### config.mk
export PLATFORM = sky130hd
export DESIGN_NAME = powerup_controller
export DESIGN_NICKNAME = d
export VERILOG_FILES = /design/src/rtl/powerup_pkg.sv /design/src/rtl/aabb_overlap.sv /design/src/rtl/powerup_controller.sv
export SDC_FILE = /design/constraint.sdc
export NUM_CORES = 1
export LEC_CHECK = 0
export BUFFER_PORTS_ARGS = -buffer_cell sky130_fd_sc_hd__buf_2
export CAP_MARGIN = 20
export CORE_ASPECT_RATIO = 1.5
export CORE_MARGIN = 4
export CORE_UTILIZATION = 30
export DETAILED_ROUTE_END_ITERATION = 12
export MAX_ROUTING_LAYER = met4
export SYNTH_ARGS = -nofsm -noshare
export SYNTH_HDL_FRONTEND = slang
export SYNTH_SLANG_ARGS = --single-unit
### constraint.sdc
create_clock -name clock -period 19.7 [get_ports clock]
set_input_delay 3.94 -clock clock [delete_from_list [all_inputs] [get_ports clock]]
set_output_delay 3.94 -clock clock [all_outputs]
set_load 0.05 [all_outputs]
### src/rtl/powerup_pkg.sv
// Shared definitions for the super-speed power-up controller and the I/O glue
// that exposes its status words to the processor.
package powerup_pkg;

    // Controller FSM encoding; also exported on state_dbg
    typedef enum logic [1:0] {
        ST_VISIBLE   = 2'd0,
        ST_ACTIVE_P0 = 2'd1,
        ST_ACTIVE_P1 = 2'd2,
        ST_COOLDOWN  = 2'd3
    } pu_state_e;

    // Coordinate value meaning "sprite not drawn"
    localparam logic [31:0] HIDDEN           = 32'hFFFF_FFFF;

    // Default square sprite edge length in pixels
    localparam logic [31:0] SPRITE_W_DEFAULT = 32'd32;

    // Memory-mapped window used by the I/O glue for power-up status
    localparam logic [31:0] MMIO_ADDR_BASE      = 32'd4200;
    localparam logic [31:0] MMIO_ADDR_P0_STATUS = 32'd4202;
    localparam logic [31:0] MMIO_ADDR_P1_STATUS = 32'd4205;
    localparam logic [31:0] MMIO_ADDR_LAST      = 32'd4205;

endpackage

### src/rtl/aabb_overlap.sv
// Inclusive axis-aligned bounding-box overlap test between a player sprite
// and the power-up sprite. Arithmetic is widened to 33 bits so that a
// HIDDEN coordinate plus the sprite width cannot wrap back into the screen.
module aabb_overlap
    import powerup_pkg::*;
#(
    parameter logic [31:0] SPRITE_W = SPRITE_W_DEFAULT
)
(
    input  logic [31:0] px,
    input  logic [31:0] py,
    input  logic [31:0] ux,
    input  logic [31:0] uy,
    output logic        hit
);

    logic [32:0] px_lo_s;
    logic [32:0] px_hi_s;
    logic [32:0] py_lo_s;
    logic [32:0] py_hi_s;
    logic [32:0] ux_lo_s;
    logic [32:0] ux_hi_s;
    logic [32:0] uy_lo_s;
    logic [32:0] uy_hi_s;
    logic        x_hit_s;
    logic        y_hit_s;

    // Either the far or the near edge of the player lies inside the power-up span, per axis
    always_comb begin
        px_lo_s = {1'b0, px};
        px_hi_s = {1'b0, px} + {1'b0, SPRITE_W};
        py_lo_s = {1'b0, py};
        py_hi_s = {1'b0, py} + {1'b0, SPRITE_W};
        ux_lo_s = {1'b0, ux};
        ux_hi_s = {1'b0, ux} + {1'b0, SPRITE_W};
        uy_lo_s = {1'b0, uy};
        uy_hi_s = {1'b0, uy} + {1'b0, SPRITE_W};

        x_hit_s = ((px_hi_s >= ux_lo_s) && (px_hi_s <= ux_hi_s)) ||
                  ((px_lo_s >= ux_lo_s) && (px_lo_s <= ux_hi_s));
        y_hit_s = ((py_hi_s >= uy_lo_s) && (py_hi_s <= uy_hi_s)) ||
                  ((py_lo_s >= uy_lo_s) && (py_lo_s <= uy_hi_s));

        hit = x_hit_s && y_hit_s;
    end

endmodule

### src/rtl/powerup_controller.sv
// Sequences the shared super-speed power-up between two players: spawn
// position, pickup arbitration (player 0 wins ties), per-owner duration
// timer and respawn cooldown. State advances on the falling clock edge so
// that MMIO reads by the processor see stable values.
module powerup_controller
    import powerup_pkg::*;
#(
    parameter logic [31:0] SPRITE_W        = SPRITE_W_DEFAULT,
    parameter logic [31:0] TICKS_PER_STAGE = 32'd100000000,
    parameter logic [31:0] STAGES          = 32'd7,
    parameter logic [31:0] RESPAWN_TICKS   = 32'd200000000,
    parameter logic [31:0] SPAWN0_X        = 32'd300,
    parameter logic [31:0] SPAWN0_Y        = 32'd300,
    parameter logic [31:0] SPAWN1_X        = 32'd400,
    parameter logic [31:0] SPAWN1_Y        = 32'd400,
    parameter logic [31:0] SPAWN2_X        = 32'd100,
    parameter logic [31:0] SPAWN2_Y        = 32'd400,
    parameter logic [31:0] SPAWN3_X        = 32'd400,
    parameter logic [31:0] SPAWN3_Y        = 32'd100
)
(
    input  logic        clock,
    input  logic        reset,
    input  logic        enable,
    input  logic [31:0] player0_x,
    input  logic [31:0] player0_y,
    input  logic [31:0] player1_x,
    input  logic [31:0] player1_y,
    output logic [31:0] powerup_x,
    output logic [31:0] powerup_y,
    output logic [31:0] player0_powered,
    output logic [31:0] player1_powered,
    output logic [31:0] stage_remaining,
    output logic [1:0]  state_dbg
);

    pu_state_e   state_r;
    logic [1:0]  spawn_idx_r;
    logic [31:0] powerup_x_r;
    logic [31:0] powerup_y_r;
    logic [31:0] p0_powered_r;
    logic [31:0] p1_powered_r;
    logic [31:0] stage_r;
    logic [31:0] tick_r;
    logic [31:0] cool_r;

    logic        hit0_s;
    logic        hit1_s;
    logic [1:0]  next_idx_s;

    // Spawn table lookup, X coordinate
    function automatic logic [31:0] spawn_x(input logic [1:0] idx);
        logic [31:0] v;
        case (idx)
            2'd0:    v = SPAWN0_X;
            2'd1:    v = SPAWN1_X;
            2'd2:    v = SPAWN2_X;
            2'd3:    v = SPAWN3_X;
            default: v = SPAWN0_X;
        endcase
        return v;
    endfunction

    // Spawn table lookup, Y coordinate
    function automatic logic [31:0] spawn_y(input logic [1:0] idx);
        logic [31:0] v;
        case (idx)
            2'd0:    v = SPAWN0_Y;
            2'd1:    v = SPAWN1_Y;
            2'd2:    v = SPAWN2_Y;
            2'd3:    v = SPAWN3_Y;
            default: v = SPAWN0_Y;
        endcase
        return v;
    endfunction

    aabb_overlap #(.SPRITE_W(SPRITE_W)) u_overlap_p0 (
        .px  (player0_x),
        .py  (player0_y),
        .ux  (powerup_x_r),
        .uy  (powerup_y_r),
        .hit (hit0_s)
    );

    aabb_overlap #(.SPRITE_W(SPRITE_W)) u_overlap_p1 (
        .px  (player1_x),
        .py  (player1_y),
        .ux  (powerup_x_r),
        .uy  (powerup_y_r),
        .hit (hit1_s)
    );

    // Spawn index wraps naturally through the 4-entry table
    assign next_idx_s = spawn_idx_r + 2'd1;

    // Power-up sequencing: pickup arbitration, duration timer, cooldown and respawn
    always_ff @(negedge clock or negedge reset) begin
        if (!reset) begin
            state_r      <= ST_VISIBLE;
            spawn_idx_r  <= 2'd0;
            powerup_x_r  <= SPAWN0_X;
            powerup_y_r  <= SPAWN0_Y;
            p0_powered_r <= 32'd0;
            p1_powered_r <= 32'd0;
            stage_r      <= 32'd0;
            tick_r       <= 32'd0;
            cool_r       <= 32'd0;
        end else if (enable) begin
            case (state_r)
                ST_VISIBLE: begin
                    if (hit0_s) begin
                        state_r      <= ST_ACTIVE_P0;
                        powerup_x_r  <= HIDDEN;
                        powerup_y_r  <= HIDDEN;
                        p0_powered_r <= 32'd1;
                        stage_r      <= STAGES;
                        tick_r       <= 32'd0;
                    end else if (hit1_s) begin
                        state_r      <= ST_ACTIVE_P1;
                        powerup_x_r  <= HIDDEN;
                        powerup_y_r  <= HIDDEN;
                        p1_powered_r <= 32'd1;
                        stage_r      <= STAGES;
                        tick_r       <= 32'd0;
                    end else begin
                        state_r <= ST_VISIBLE;
                    end
                end
                ST_ACTIVE_P0, ST_ACTIVE_P1: begin
                    if (tick_r == (TICKS_PER_STAGE - 32'd1)) begin
                        tick_r <= 32'd0;
                        if (stage_r == 32'd1) begin
                            p0_powered_r <= 32'd0;
                            p1_powered_r <= 32'd0;
                            stage_r      <= 32'd0;
                            cool_r       <= 32'd0;
                            state_r      <= ST_COOLDOWN;
                        end else begin
                            stage_r <= stage_r - 32'd1;
                        end
                    end else begin
                        tick_r <= tick_r + 32'd1;
                    end
                end
                ST_COOLDOWN: begin
                    if (cool_r == (RESPAWN_TICKS - 32'd1)) begin
                        spawn_idx_r <= next_idx_s;
                        powerup_x_r <= spawn_x(next_idx_s);
                        powerup_y_r <= spawn_y(next_idx_s);
                        state_r     <= ST_VISIBLE;
                    end else begin
                        cool_r <= cool_r + 32'd1;
                    end
                end
                default: begin
                    state_r <= ST_VISIBLE;
                end
            endcase
        end else begin
            state_r <= state_r;
        end
    end

    assign powerup_x       = powerup_x_r;
    assign powerup_y       = powerup_y_r;
    assign player0_powered = p0_powered_r;
    assign player1_powered = p1_powered_r;
    assign stage_remaining = stage_r;
    assign state_dbg       = state_r;

endmodule

==> out/qor.txt <==
Main flop type after synthesis = dfrtn_1
Area growth from synthesis to layout = 11.3%
Gpl congestion = 0.912
Synth async-reset ratio = 100%
Met3 Use GR = 1.81%
Routing usage on met1 = 20.3%
# Max-Cap Violations = 0
GR met2 Demand/Resource = 31.1%
Syn Area/Cell = 8.20 sq um
Slew Limit Fails = 0
Die Wd = 216 microns
PortBufs = 230
CP max FO = 24
Post-CTS setup buffers = 0
Final hold violation count = 0
Cts bufs inserted = 17
Finish-stage setup viols = 0
CP Class = input pin to flip-flop
Setup ws final = 1.19 ns
RSZ-0062 raised after global routing = false
Area of the multi-input gates = 0.0156 sq mm
Clk sinks = 113
Dpl cell area = 0.0211 sq mm
Initial drt markers = 829
Slew HR = 32.8%
Cells after Synth = 2374
Mapped cell area = 0.0195 sq mm
Die span in y = 320 microns
Total wire length = 60700 microns
Post-synth cell types = 79
Drt first pass iters = 5
Setup Skew = 0.0553 ns
Setup crit end kind = flip-flop
Pwr dens = 33.5 mW/mm^2
Most used routing layer = met2
DRC violation count after routing = 0
YS warnings = 0
Nets = 3166
Clock Path Buffers = 2
Worst Max-Slew Pin Slew = 0.994 ns
Synth top area share = 31.0%
Final ANT Viol Nets = 0
Setup WS pre-CTS = 0.825 ns
GRT overflow = 0
Vias post-DR = 18500
Status = complete, no violations
Wire length per cell = 17.6 microns
Flops & latches, synth = 113
Initial Utilization = 30.3%
CTS HTree Levels = 4
Initial antenna violation count = 4
Worst VDD drop = 0.0000579 V
Core Area = 0.0643 sq mm
Critical Path Source Type = input pin
Sum of negative setup slack = 0 ns
Cell taking the most area after synthesis = ha_1
Leakage = 0.0106 uW
Later-pin clock latency in the skew report = 0.45 ns
Total track usage = 17.2%
EDFF count, synth = 0
Register area = 0.00284 sq mm
First-pass GRT wire length = 95600 microns
Ratio of cells with drive above 1 in the final layout = 12.2%
Fill cell count = 6844
Dpl hpwl = 48900 microns
FP Rows = 114
Io pins = 293
Die area = 0.0691 sq mm
Seq/Total Area, Yosys = 14.6%
Final Instance Area = 0.0217 sq mm
Largest net degree at the start of global routing = 93
Vias per Instance = 5.38
Worst Hold Class = flip-flop to flip-flop
Synth area leaders = ha_1 31%, dfrtn_1 14%, buf_4 4.4%, a21oi_1 4.3%, o21ai_0 3.9%
CTS tree = yes
Post_cts resized = 0
Critical path arrival = 9.04 ns
Hold buffers post-CTS = 0
Worst-path clk slew = 0.04 ns
CTS root buffer = clkbuf_16
Vias in the first global route = 17800
Worst EP required = 10.23 ns
==> cells in the mapped netlist, drive strengths merged (17+ instances only) <==
cell type,count
a211oi,28
a21o,58
a21oi,166
and3,41
buf,123
clkbuf,31
dfrtn,107
ha,483
inv,77
nand2,195
nand2b,21
nand3,120
nand4,114
nor2,134
nor3,48
nor4,29
o21ai,154
o31ai,55
or3,17
xnor2,86
xor2,37
==> logic make-up after synthesis <==
| family | Yosys count | share of synthesized area [%] |
|---|---|---|
| buffers and inverters | 231 | 6.79 |
| adders and majority gates | 484 | 31.1 |
| AOI/OAI and AO/OA | 606 | 19.8 |
| muxes | 21 | 1.12 |
| other | 1 | 0.0193 |
| xor gates and xnor gates | 123 | 5.53 |
| DFF | 113 | 14.6 |
| and+or+nand+nor | 795 | 21.1 |
==> metrics by stage <==
stage          hold slack, ns  utilization [%]  cells  total power (uW)
5_1_grt                 0.475             33.7   3439               764
2_1_floorplan           0.429                -   2435               365
3_3_place_gp            0.456             32.7   3398               416
6_report                0.463             33.7   3439               726
4_1_cts                 0.464             33.7   3435               733
3_5_place_dp            0.464             32.7   3398               417
==> layout make-up <==
cell class | count | area share (%)
multi-input cells | 2091 | 71.7
repair buffers | 247 | 5.91
clock buffers | 21 | 2.37
diodes | 4 | 0.0462
inverters | 76 | 1.34
clock inverters | 17 | 0.496
flip-flops and latches | 113 | 13.1
well taps | 870 | 5.02
==> report_power, final <==
part	switching, uW	internal [uW]	leakage (uW)
clock	123	190	0.000333
combinational	113	54.7	0.00877
sequential	5.58	239	0.00149
==> metal layers <==
metal / vias to the layer above / wire length, microns / part of all wire [%]
li1: 9241 / - / -
met1: 8727 / 25900 / 43
met2: 457 / 30700 / 51
met3: 92 / 2660 / 4.4
met4: 0 / 1440 / 2.4
met5: - / 0 / 0
==> worst max-delay path, cell delays in order <==
cell	delay (ns)
buf_2	0.17
and3_1	0.23
nand3_1	0.11
nor2_1	0.35
nand3_1	0.22
nor2_1	0.20
nand3_1	0.12
xnor2_1	0.17
ha_1	0.29
nand4_1	0.19
nor4_1	0.42
or3b_2	0.47
a22o_1	0.26
a22o_1	0.32
a31oi_1	0.23
buf_4	0.26
nand2_1	0.53
o41ai_1	0.52
==> flip-flops by register name, indices dropped and copies added, names as in the netlist <==
register	cells
player1_powered	1
powerup_y	5
stage_remaining	32
powerup_x	6
player0_powered	1
tick_r	32
spawn_idx_r	2
state_dbg	2
cool_r	32
==> path summary, 6_finish.rpt <==
| check | cells after the start | startpoint | slack [ns] | end |
|---|---|---|---|---|
| worst max-delay path | 18 | player0_y[11] | 1.19 | stage_remaining[3] |
| worst min-delay path | 1 | tick_r[0] | 0.46 | tick_r[0] |
| worst max register to register | 18 | powerup_x[30] | 12.81 | stage_remaining[3] |
| worst min register to register | 1 | tick_r[0] | 0.46 | tick_r[0] |
| max in group asynchronous | 2 | reset | 5.10 | powerup_y[5] |
| min in group asynchronous | 1 | reset | 13.37 | stage_remaining[22] |
==> cells in the final DEF, fill, tap and decap left out, types with 81 or more instances in the layout <==
cell type / count
nand4_1: 113
a21oi_1: 166
nand2_1: 195
o21ai_0: 152
ha_1: 483
nand3_1: 120
inv_1: 81
dfrtn_1: 107
xnor2_1: 86
nor2_1: 134
buf_2: 229
No activity file was read; power rests on OpenSTA's default activity.
